===== config.mk =====
export PLATFORM = sky130hd
export DESIGN_NAME = syndrome_error_corrector
export DESIGN_NICKNAME = d
export VERILOG_FILES = /design/src/rtl/syndrome_error_corrector.sv
export SDC_FILE = /design/constraint.sdc
export NUM_CORES = 1
export LEC_CHECK = 0
export ABC_AREA = 1
export BUFFER_PORTS_ARGS = -buffer_cell sky130_fd_sc_hd__clkbuf_2
export CAP_MARGIN = 20
export CORE_MARGIN = 3
export CORE_UTILIZATION = 42
export CTS_CLUSTER_SIZE = 28
export DETAILED_ROUTE_END_ITERATION = 10
export PLACE_DENSITY = 0.6
export SKIP_CTS_REPAIR_TIMING = 1
export SLEW_MARGIN = 15
export SYNTH_ARGS = -nofsm -noshare
export SYNTH_HDL_FRONTEND = slang
export SYNTH_SLANG_ARGS = --single-unit

===== constraint.sdc =====
create_clock -name clock -period 3.3 [get_ports clock]
set_input_delay 0.165 -clock clock [delete_from_list [all_inputs] [get_ports clock]]
set_output_delay 0.165 -clock clock [all_outputs]
set_load 0.01 [all_outputs]

===== src/rtl/syndrome_error_corrector.sv =====
// syndrome_error_corrector: buffers codewords, applies single-bit syndrome correction, streams result
//
// Ports:
//   clock, reset            - rising-edge clock, asynchronous active-low reset
//   codeword_in_*           - raw codeword stream (data, tlast, valid/ready), buffered in a FIFO
//   syndrome_in_*           - one syndrome per buffered codeword, same order
//   data_out_*              - corrected words with the codeword's tlast (registered, valid/ready)
//   uncorrectable           - one-cycle pulse on the first valid cycle of a word with an illegal syndrome
//   corrected_count         - saturating count of corrected words
//   uncorrectable_count     - saturating count of uncorrectable words
//
// Build option: define ERROR_COUNTERS_EN to implement the statistics counters;
// otherwise both count outputs are tied to zero.
module syndrome_error_corrector #(
    parameter int DATA_WIDTH = 32,
    parameter int SYN_WIDTH  = 6,
    parameter int FIFO_DEPTH = 8,
    parameter int CNT_WIDTH  = 16
) (
    input  logic                  clock,
    input  logic                  reset,
    input  logic [DATA_WIDTH-1:0] codeword_in_data,
    input  logic                  codeword_in_tlast,
    input  logic                  codeword_in_valid,
    output logic                  codeword_in_ready,
    input  logic [SYN_WIDTH-1:0]  syndrome_in_data,
    input  logic                  syndrome_in_valid,
    output logic                  syndrome_in_ready,
    output logic [DATA_WIDTH-1:0] data_out_data,
    output logic                  data_out_tlast,
    output logic                  data_out_valid,
    input  logic                  data_out_ready,
    output logic                  uncorrectable,
    output logic [CNT_WIDTH-1:0]  corrected_count,
    output logic [CNT_WIDTH-1:0]  uncorrectable_count
);
    localparam int AW = $clog2(FIFO_DEPTH);

    logic [DATA_WIDTH:0]   mem [FIFO_DEPTH];
    logic [AW:0]           wr_ptr, rd_ptr;
    logic                  full, empty, push, pop, illegal;
    logic [DATA_WIDTH:0]   head;
    logic [DATA_WIDTH-1:0] mask;

    // Extra pointer MSB distinguishes full from empty when the index bits match.
    assign full  = (wr_ptr[AW] != rd_ptr[AW]) && (wr_ptr[AW-1:0] == rd_ptr[AW-1:0]);
    assign empty = wr_ptr == rd_ptr;

    // Reset is folded in so the input is not offered while reset is held.
    assign codeword_in_ready = reset && !full;
    assign syndrome_in_ready = !empty && (!data_out_valid || data_out_ready);
    assign push = codeword_in_valid && codeword_in_ready;
    assign pop  = syndrome_in_valid && syndrome_in_ready;
    assign head = mem[rd_ptr[AW-1:0]];

    // Syndrome s in 1..DATA_WIDTH selects bit s-1; anything larger cannot be fixed.
    always_comb begin
        mask = '0;
        for (int i = 0; i < DATA_WIDTH; i++)
            mask[i] = 32'(syndrome_in_data) == i + 1;
        illegal = 32'(syndrome_in_data) > DATA_WIDTH;
    end

    always_ff @(posedge clock)
        if (push)
            mem[wr_ptr[AW-1:0]] <= {codeword_in_tlast, codeword_in_data};

    always_ff @(posedge clock or negedge reset) begin
        if (!reset) begin
            wr_ptr <= '0;
            rd_ptr <= '0;
        end else begin
            if (push)
                wr_ptr <= wr_ptr + 1'b1;
            if (pop)
                rd_ptr <= rd_ptr + 1'b1;
        end
    end

    // A syndrome is only accepted when the output slot is free, so every load
    // starts a fresh beat and the uncorrectable pulse marks its first cycle only.
    always_ff @(posedge clock or negedge reset) begin
        if (!reset) begin
            data_out_data  <= '0;
            data_out_tlast <= 1'b0;
            data_out_valid <= 1'b0;
            uncorrectable  <= 1'b0;
        end else if (pop) begin
            data_out_data  <= head[DATA_WIDTH-1:0] ^ mask;
            data_out_tlast <= head[DATA_WIDTH];
            data_out_valid <= 1'b1;
            uncorrectable  <= illegal;
        end else begin
            uncorrectable  <= 1'b0;
            if (data_out_ready)
                data_out_valid <= 1'b0;
        end
    end

`ifdef ERROR_COUNTERS_EN
    logic [CNT_WIDTH-1:0] corr_cnt, unc_cnt;

    always_ff @(posedge clock or negedge reset) begin
        if (!reset) begin
            corr_cnt <= '0;
            unc_cnt  <= '0;
        end else begin
            if (pop && |mask && !(&corr_cnt))
                corr_cnt <= corr_cnt + 1'b1;
            if (pop && illegal && !(&unc_cnt))
                unc_cnt <= unc_cnt + 1'b1;
        end
    end

    assign corrected_count     = corr_cnt;
    assign uncorrectable_count = unc_cnt;
`else
    assign corrected_count     = '0;
    assign uncorrectable_count = '0;
`endif
endmodule


## Word-level counts from Yosys, hierarchy flattened

Memories as Yosys holds them, arrays and structs flattened.
Index checks and enable logic that the tools add are counted.

- Memories kept: 1
- Latch bits: 0
- Bits in writable memories: 264
- Bits in read-only memories: 0
- Register bits after elaboration: 43

Memories:

| name | words | bits a word | rd ports | clocked after Yosys merged registers in | wr ports | line | RTL |
|---|---|---|---|---|---|---|---|
| mem | 8 | 33 | 1 | 0 | 1 | 39 | `logic [DATA_WIDTH:0] mem [FIFO_DEPTH];` |

- Div/mod/pow operators: 0
- Multipliers: 0
- Bitwise operators: 1
- Reduce and logical (&&, ||, !) cells: 10
- Add/sub/neg operators: 2
- Shift operators: 0
- $lt $le $gt $ge: 1
- Muxes and demuxes: 5
- Eq/ne operators: 35

Operator list:

| cell | number |
|---|---|
| $eq 6x5->1 const B | 16 |
| $eq 6x4->1 const B | 8 |
| $xor 32x32->32 | 1 |
| $eq 6x3->1 const B | 4 |
| $eq 6x2->1 const B | 2 |
| $add 4x1->4 const B | 2 |
| $eq 6x1->1 const B | 1 |
| $eq 6x6->1 const B | 1 |
| $gt 6x6->1 const B | 1 |
| $logic_and 1x1->1 | 5 |
| $mux 1 | 5 |
| $eq 4x4->1 | 1 |
| $eq 3x3->1 | 1 |
| $logic_not 1->1 | 3 |
| $reduce_bool 2->1 | 1 |
| $logic_or 1x1->1 | 1 |
| $ne 1x1->1 | 1 |

## Longest topological paths before layout

Gate-level depths: netlist (run 1).

- Depth after elaboration: 7
- Gate-level depth with buffers: 12
- Mapped depth without buffers: 9

## Worst setup path after synthesis (run 1)

Ideal clock, no wire load.

- Kind: register to register
- Start point: register rd_ptr[0]
- End point: memory mem[2][0] (netlist name) (enable)
- Data arrival time: 2.512 ns
- Buffers on the path: 1
- Path slack: 0.365 ns
- Data required time: 2.877 ns
- Cell stages (with the launch flop): 9
- Cell sequence: dfrtp_1 buf_2 inv_2 nand2_1 nand2_1 nor2_1 nand4_1 nand4_1 nor2_1

- Cells in the longest elaborated chain, start to end: 7

RTL lines:

| what | line | RTL |
|---|---|---|
| start: declaration | 40 | `logic [AW:0] wr_ptr, rd_ptr;` |
| start signal: assignment | 76 | `rd_ptr <= rd_ptr + 1'b1;` |
| $eq 3x3->1 | 46 | `assign full = (wr_ptr[AW] != rd_ptr[AW]) && (wr_ptr[AW-1:0] == rd_ptr[AW-1:0]);` |
| $logic_and 1x1->1 | 46 |  |
| $logic_not 1->1 | 50 | `assign codeword_in_ready = reset && !full;` |
| $logic_and 1x1->1 | 50 |  |
| $logic_and 1x1->1 | 52 | `assign push = codeword_in_valid && codeword_in_ready;` |
| $mux 1 | 65 | `if (push)` |
| $mux 1 (implied by the code) | 66 | `mem[wr_ptr[AW-1:0]] <= {codeword_in_tlast, codeword_in_data};` |
| end: declaration | 39 |  |

Every way passes these cells.

## Final worst setup path (run 1)

- Start point: register rd_ptr[0]
- End point: register data_out_data[10]

- Cells in the longest elaborated chain, start to end: 4

RTL lines:

| what | line | RTL |
|---|---|---|
| parallel branches: the longest is 4 deep, another holds $mem_v2 8x33 | - |  |
| end signal: assignment | 89 | `data_out_data <= head[DATA_WIDTH-1:0] ^ mask;` |
| end: declaration | 29 | `output logic [DATA_WIDTH-1:0] data_out_data,` |

Several ways; the timed one is not identified.
A chain may end at the register's enable or synchronous reset.

==> impl_metrics.tcl, run 1 <==
set metrics [dict create \
    outcome "complete, no violations" \
    ios 113 \
    power_leakage_nw 7.21 \
    hold_path_class "input pin to flop" \
    grt_pass1_wl_um 52000 \
    layoutNonFillerInstCount 1998 \
    wl_um 34300 \
    grt_pass1_vias 8969 \
    peakVddDrop_v 0.000445 \
    clk_path_buf_depth 3 \
    max_freq_mhz 380 \
    floorplan.initialDensity 0.427 \
    grt.overflow.total 0 \
    synthCells 1419 \
    p_total_mw 12.7 \
    reg2reg_slack_ps 670 \
    die_area_um2 35400 \
    cts_buffers 31 \
    async_flop_share 0.140 \
    fin_crit_sh 0.797 \
    finalSetupViolCount 0 \
    ys_warn_count 0 \
    area_delta_synth_final_pct 15.5 \
    grt.total_usage 0.190 \
    path_delay_family "buffers and inverters" \
    path_cells "buf_4 -> buf_4 -> nand2_1 -> nand3_1 -> nand3_1 -> nand2_1 -> nand2_1 -> nand3_1 -> nand2_1" \
    placementRows 66 \
    crit_path_start_kind "flop" \
    path_buf_inv 2 \
    required_ps 3750 \
    synth_top_cells_by_area "edfxtp_1 (57%), nand2_1 (12%), nand3_1 (9.1%)" \
    setup.worst_path.class "flop to flop" \
    core_area_um2 32600 \
    rsz0062_at_grt "false" \
    dp.cells 1903 \
    tightestPinTransition_ps 984 \
    dr.first_iter.drc_count 781 \
    relSlewSlack 0.344 \
    drive_gt1_frac 0.113 \
    cp.arrival_ps 3080 \
    holdPathStages 6 \
    cts_tree "yes" \
    synth_edf_count 264 \
    r2r_cells 9 \
    cts_root_buffer "clkbuf_16" \
    fin_skew_ps 11.3 \
    antenna_found_initial 1 \
    die_h_um 188 \
    synth-main-ff-cell "edfxtp_1" \
    synth_top_area_frac 0.569 \
    tns_ps 0 \
    synth.distinct_cells 21 \
    h-tree-depth 1 \
    ant_nets 0 \
    pwr_density_cell_nw_per_um2 791 \
    drv_cap 0 \
    synth_seq_cells 307 \
    synth.top_cells.by_count "nand2_1 (440), edfxtp_1 (264), nand3_1 (253), inv_1 (241)" \
    syn_area_um2 13900 \
    clk_pin_slew_ps 60 \
    nets 1578 \
    routabilityCongestion 0.765 \
    yosysTopAreaCell "edfxtp_1" \
    hold_ws_ps 211 \
    fillers 2962 \
    die_x_um 188 \
    maxSlewViolCount 0 \
    wl_per_cell_um 17.2 \
    crit_fanout 72 \
    clk_latency_ps 560 \
    endpoint_kind "flop" \
    cts_sinks 307 \
    viasPerCell 4.93 \
    port_buffers 80 \
    hold_viol 0 \
    crit_cells 9 \
    critPathMaxStageDelay_ps 740 \
    cpMostUsedCell "nand2_1" \
    hpwl_um 19300 \
    cpMaxStageDelayCell "buf_4" \
    yosysMostFrequentCell "nand2_1" \
    routed-via-count 9845 \
    period_needed_ps 2630 \
    yosysSeqAreaShare 0.646 \
    fin_util 0.493 \
    drc 0 \
    dr.pass1.iters 7 \
    syn_avg_cell_area_um2 9.82 \
    grt_start_max_net_pins 134 \
]
area by class of cell:
cell class | count | area [um^2] | area share
clock buffers | 39 | 806 | 0.0501
multi-input cells | 804 | 3610 | 0.225
well taps | 442 | 553 | 0.0344
clock inverters | 17 | 154 | 0.00957
diodes | 1 | 2.50 | 0.000156
inverters | 245 | 922 | 0.0573
repair buffers | 143 | 1030 | 0.0639
flip-flops and latches | 307 | 9010 | 0.560
cells by family after synthesis:
group | after synthesis | share of synthesized area
and+or+nand+nor | 760 | 0.240
other | 1 | 0.000269
buffers and inverters | 339 | 0.107
DFF | 307 | 0.646
AOI/OAI and AO/OA | 6 | 0.00233
xor gates and xnor gates | 4 | 0.00251
adders and majority gates | 2 | 0.00180
path summary, 6_finish.rpt:
| path | startpoint | endpoint |
|---|---|---|
| min in group asynchronous | reset | rd_ptr[2] |
| max reg2reg | rd_ptr[0] | data_out_data[10] |
| min | syndrome_in_data[4] | data_out_data[31] |
| max in group asynchronous | reset | data_out_data[2] |
| max | rd_ptr[0] | data_out_data[10] |
| min reg2reg | data_out_tlast | data_out_tlast |
flip-flops by register name, indices dropped and copies added, names as in the netlist:
| register | flops |
|---|---|
| rd_ptr | 4 |
| mem | 264 |
| wr_ptr | 4 |
| data_out_valid | 1 |
| data_out_tlast | 1 |
| uncorrectable | 1 |
| data_out_data | 32 |
placed cells by master, fill, tap and decap left out, types with 2 or more instances in the layout:
| cell type | count |
|---|---|
| dfrtp_1 | 41 |
| inv_1 | 241 |
| clkbuf_2 | 80 |
| o21ai_0 | 5 |
| edfxtp_1 | 264 |
| buf_4 | 21 |
| nor2_4 | 8 |
| clkinv_2 | 9 |
| ha_1 | 2 |
| conb_1 | 32 |
| xor2_1 | 4 |
| dlygate4sd3_1 | 37 |
| clkbuf_1 | 8 |
| nor2_1 | 18 |
| nand2_1 | 440 |
| clkbuf_16 | 31 |
| bufinv_16 | 3 |
| clkinv_1 | 5 |
| nand4_1 | 8 |
| nand3b_1 | 20 |
| inv_2 | 3 |
| nand3_1 | 253 |
| buf_12 | 5 |
| nand3_2 | 12 |
per-stage QoR:
stage	instance area (um^2)	setup WS (ps)
6_report	16100	670
5_1_grt	16100	453
4_1_cts	15700	666
3_5_place_dp	14700	683
3_3_place_gp	14700	729
2_1_floorplan	14000	365
routing by layer:
| layer | GRT usage | wire (um) | vias to the layer above |
|---|---|---|---|
| met5 | 0 | 0 | - |
| met4 | 0.0554 | 876 | 0 |
| met3 | 0.0303 | 2330 | 74 |
| met2 | 0.311 | 16100 | 328 |
| met1 | 0.263 | 15100 | 4702 |
| li1 | - | - | 4741 |
power by group:
part | internal [mW] | switching (mW) | leakage (nW)
Sequential | 4.74 | 0.291 | 2.91
Combinational | 1.33 | 3.00 | 3.82
Clock | 1.95 | 1.42 | 0.477
worst min-delay path: stages:
cell,delay [ps]
clkbuf_2,120
inv_1,60
nand4_1,160
nand3_1,100
nand3_1,90
nand2_1,50
(Power assumes the default switching activity.)
==> run 2: changes to the inputs <==
==> constraint.sdc (replaced) <==
create_clock -name clock -period 2.55 [get_ports clock]
set_input_delay 0.1275 -clock clock [delete_from_list [all_inputs] [get_ports clock]]
set_output_delay 0.1275 -clock clock [all_outputs]
set_load 0.01 [all_outputs]
==> impl_metrics.tcl, run 2 (same netlist as run 1, synthesis figures left out) <==
set metrics [dict create \
    die_h_um 188 \
    diodes 0 \
    largest_reg_flops 264 \
    clk_path_buf_depth 3 \
    p_total_mw 17.6 \
    reg2reg_from "wr_ptr[1]" \
    cts_sinks 307 \
    wl_per_cell_um 17.2 \
    min-delay-start "codeword_in_data[13]" \
    layout_commonest_cell "nand2_1" \
    antenna_found_initial 1 \
    period_needed_ps 2140 \
    peakVddDrop_v 0.000701 \
    endpoint_kind "output port" \
    drc 0 \
    hpwl_um 21200 \
    cp.arrival_ps 2010 \
    relSlewSlack 0.397 \
    ant_nets 0 \
    routabilityCongestion 0.849 \
    fin_crit_sh 0.838 \
    clk_pin_slew_ps 60 \
    pwr_density_cell_nw_per_um2 1070 \
    grt.total_usage 0.197 \
    clk_latency_ps 500 \
    violations "negative hold slack" \
    nets 1593 \
    core_area_um2 32600 \
    floorplan.initialDensity 0.427 \
    max_freq_mhz 468 \
    placementRows 66 \
    crit_fanout 9 \
    holdPathEnd "mem[2][13]" \
    grt.overflow.total 0 \
    drv_cap 0 \
    r2r_cells 8 \
    cts_buffers 35 \
    grt_start_max_net_pins 134 \
    required_ps 2420 \
    grt_pass1_wl_um 54500 \
    outcome "complete, but fails checks" \
    area_delta_synth_final_pct 18.0 \
    dp.cells 1916 \
    hold_path_class "input pin to flop" \
    power_leakage_nw 7.39 \
    finalSetupViolCount 0 \
    r2r_end "mem[1][18]" \
    maxSlewViolCount 0 \
    holdPathStages 1 \
    dr.first_iter.drc_count 829 \
    tightestPinTransition_ps 904 \
    hold_viol 6 \
    port_buffers 80 \
    final_cell_mix "nand2_1 (440), edfxtp_1 (264), nand3_1 (253)" \
    layoutNonFillerInstCount 2015 \
    die_x_um 188 \
    reg2reg_slack_ps 420 \
    placed_area_um2 14800 \
    ios 113 \
    final_area_um2 16400 \
    grt_pass1_vias 9455 \
    fillers 2940 \
    viasPerCell 4.91 \
    crit_path_start_kind "flop" \
    setup.worst_path.class "flop to output port" \
    fin_skew_ps 5.73 \
    wl_um 34700 \
    cts_tree "yes" \
    drive_gt1_frac 0.127 \
    h-tree-depth 2 \
    dr.pass1.iters 5 \
    fin_util 0.504 \
    routed-via-count 9884 \
    hold_ws_ps -4.31 \
    die_area_um2 35400 \
    rsz0062_at_grt "false" \
    cts_root_buffer "clkbuf_16" \
]
run 2: cell count changes in the layout (fill, tap and decap cells not counted), sizes merged:
| cell | previous run | this run |
|---|---|---|
| buf | 26 | 38 |
| clkinv | 14 | 5 |
| clkbuf | 119 | 126 |
| bufinv | 3 | 7 |
| clkinvlp | 0 | 4 |
| diode | 1 | 0 |
| dlygate4sd3 | 37 | 36 |
| inv | 245 | 246 |
run 2: worst max-delay path by stage:
stage / start / to / slack [ps] / depth (start not counted)
final: wr_ptr[1] / codeword_in_ready / 410 / 9
after detailed placement: wr_ptr[1] / mem[1][15] / 450 / 8
after floorplan: rd_ptr[0] / mem[2][0] / -390 / 8
after global placement: wr_ptr[0] / mem[1][18] / 480 / 8
after CTS: wr_ptr[1] / codeword_in_ready / 400 / 9
after global routing: wr_ptr[1] / codeword_in_ready / 270 / 9
run 2: worst max-delay path, cell delays in order (launching register included):
cell	delay [ps]
dfrtp_1	490
inv_1	120
nand2_1	80
nand2_1	50
nor2_1	140
nand4_1	160
buf_4	210
nand2_1	70
inv_1	50
clkbuf_2	120
run 2: metal layers:
layer	GRT usage	part of all wire
met5	0	0
met2	0.321	0.47
met4	0.0632	0.027
met3	0.0303	0.057
met1	0.271	0.45
run 2: area by class of cell:
cell class | instances | area (um^2) | share of cell area
Sequential cell | 307 | 9010 | 0.548
Multi-Input combinational cell | 804 | 3610 | 0.220
Timing Repair Buffer | 154 | 1080 | 0.0659
Clock buffer | 46 | 990 | 0.0602
Inverter | 245 | 922 | 0.0561
Tap cell | 442 | 553 | 0.0336
Clock inverter | 17 | 274 | 0.0167
run 2: where the power goes:
group          internal [mW]  switching [mW]  total (mW)
Clock                   3.45            1.99        5.45
Sequential              6.13           0.296        6.43
Combinational           1.75            3.97        5.72
run 2: stage by stage:
step	TNS, ps	hold slack [ps]	setup WS [ps]
floorplan	-101540	-168	-385
global placement	0	302	475
detailed placement	0	292	446
CTS	0	-252	402
global route	0	4.97	270
finish	0	-4.31	413
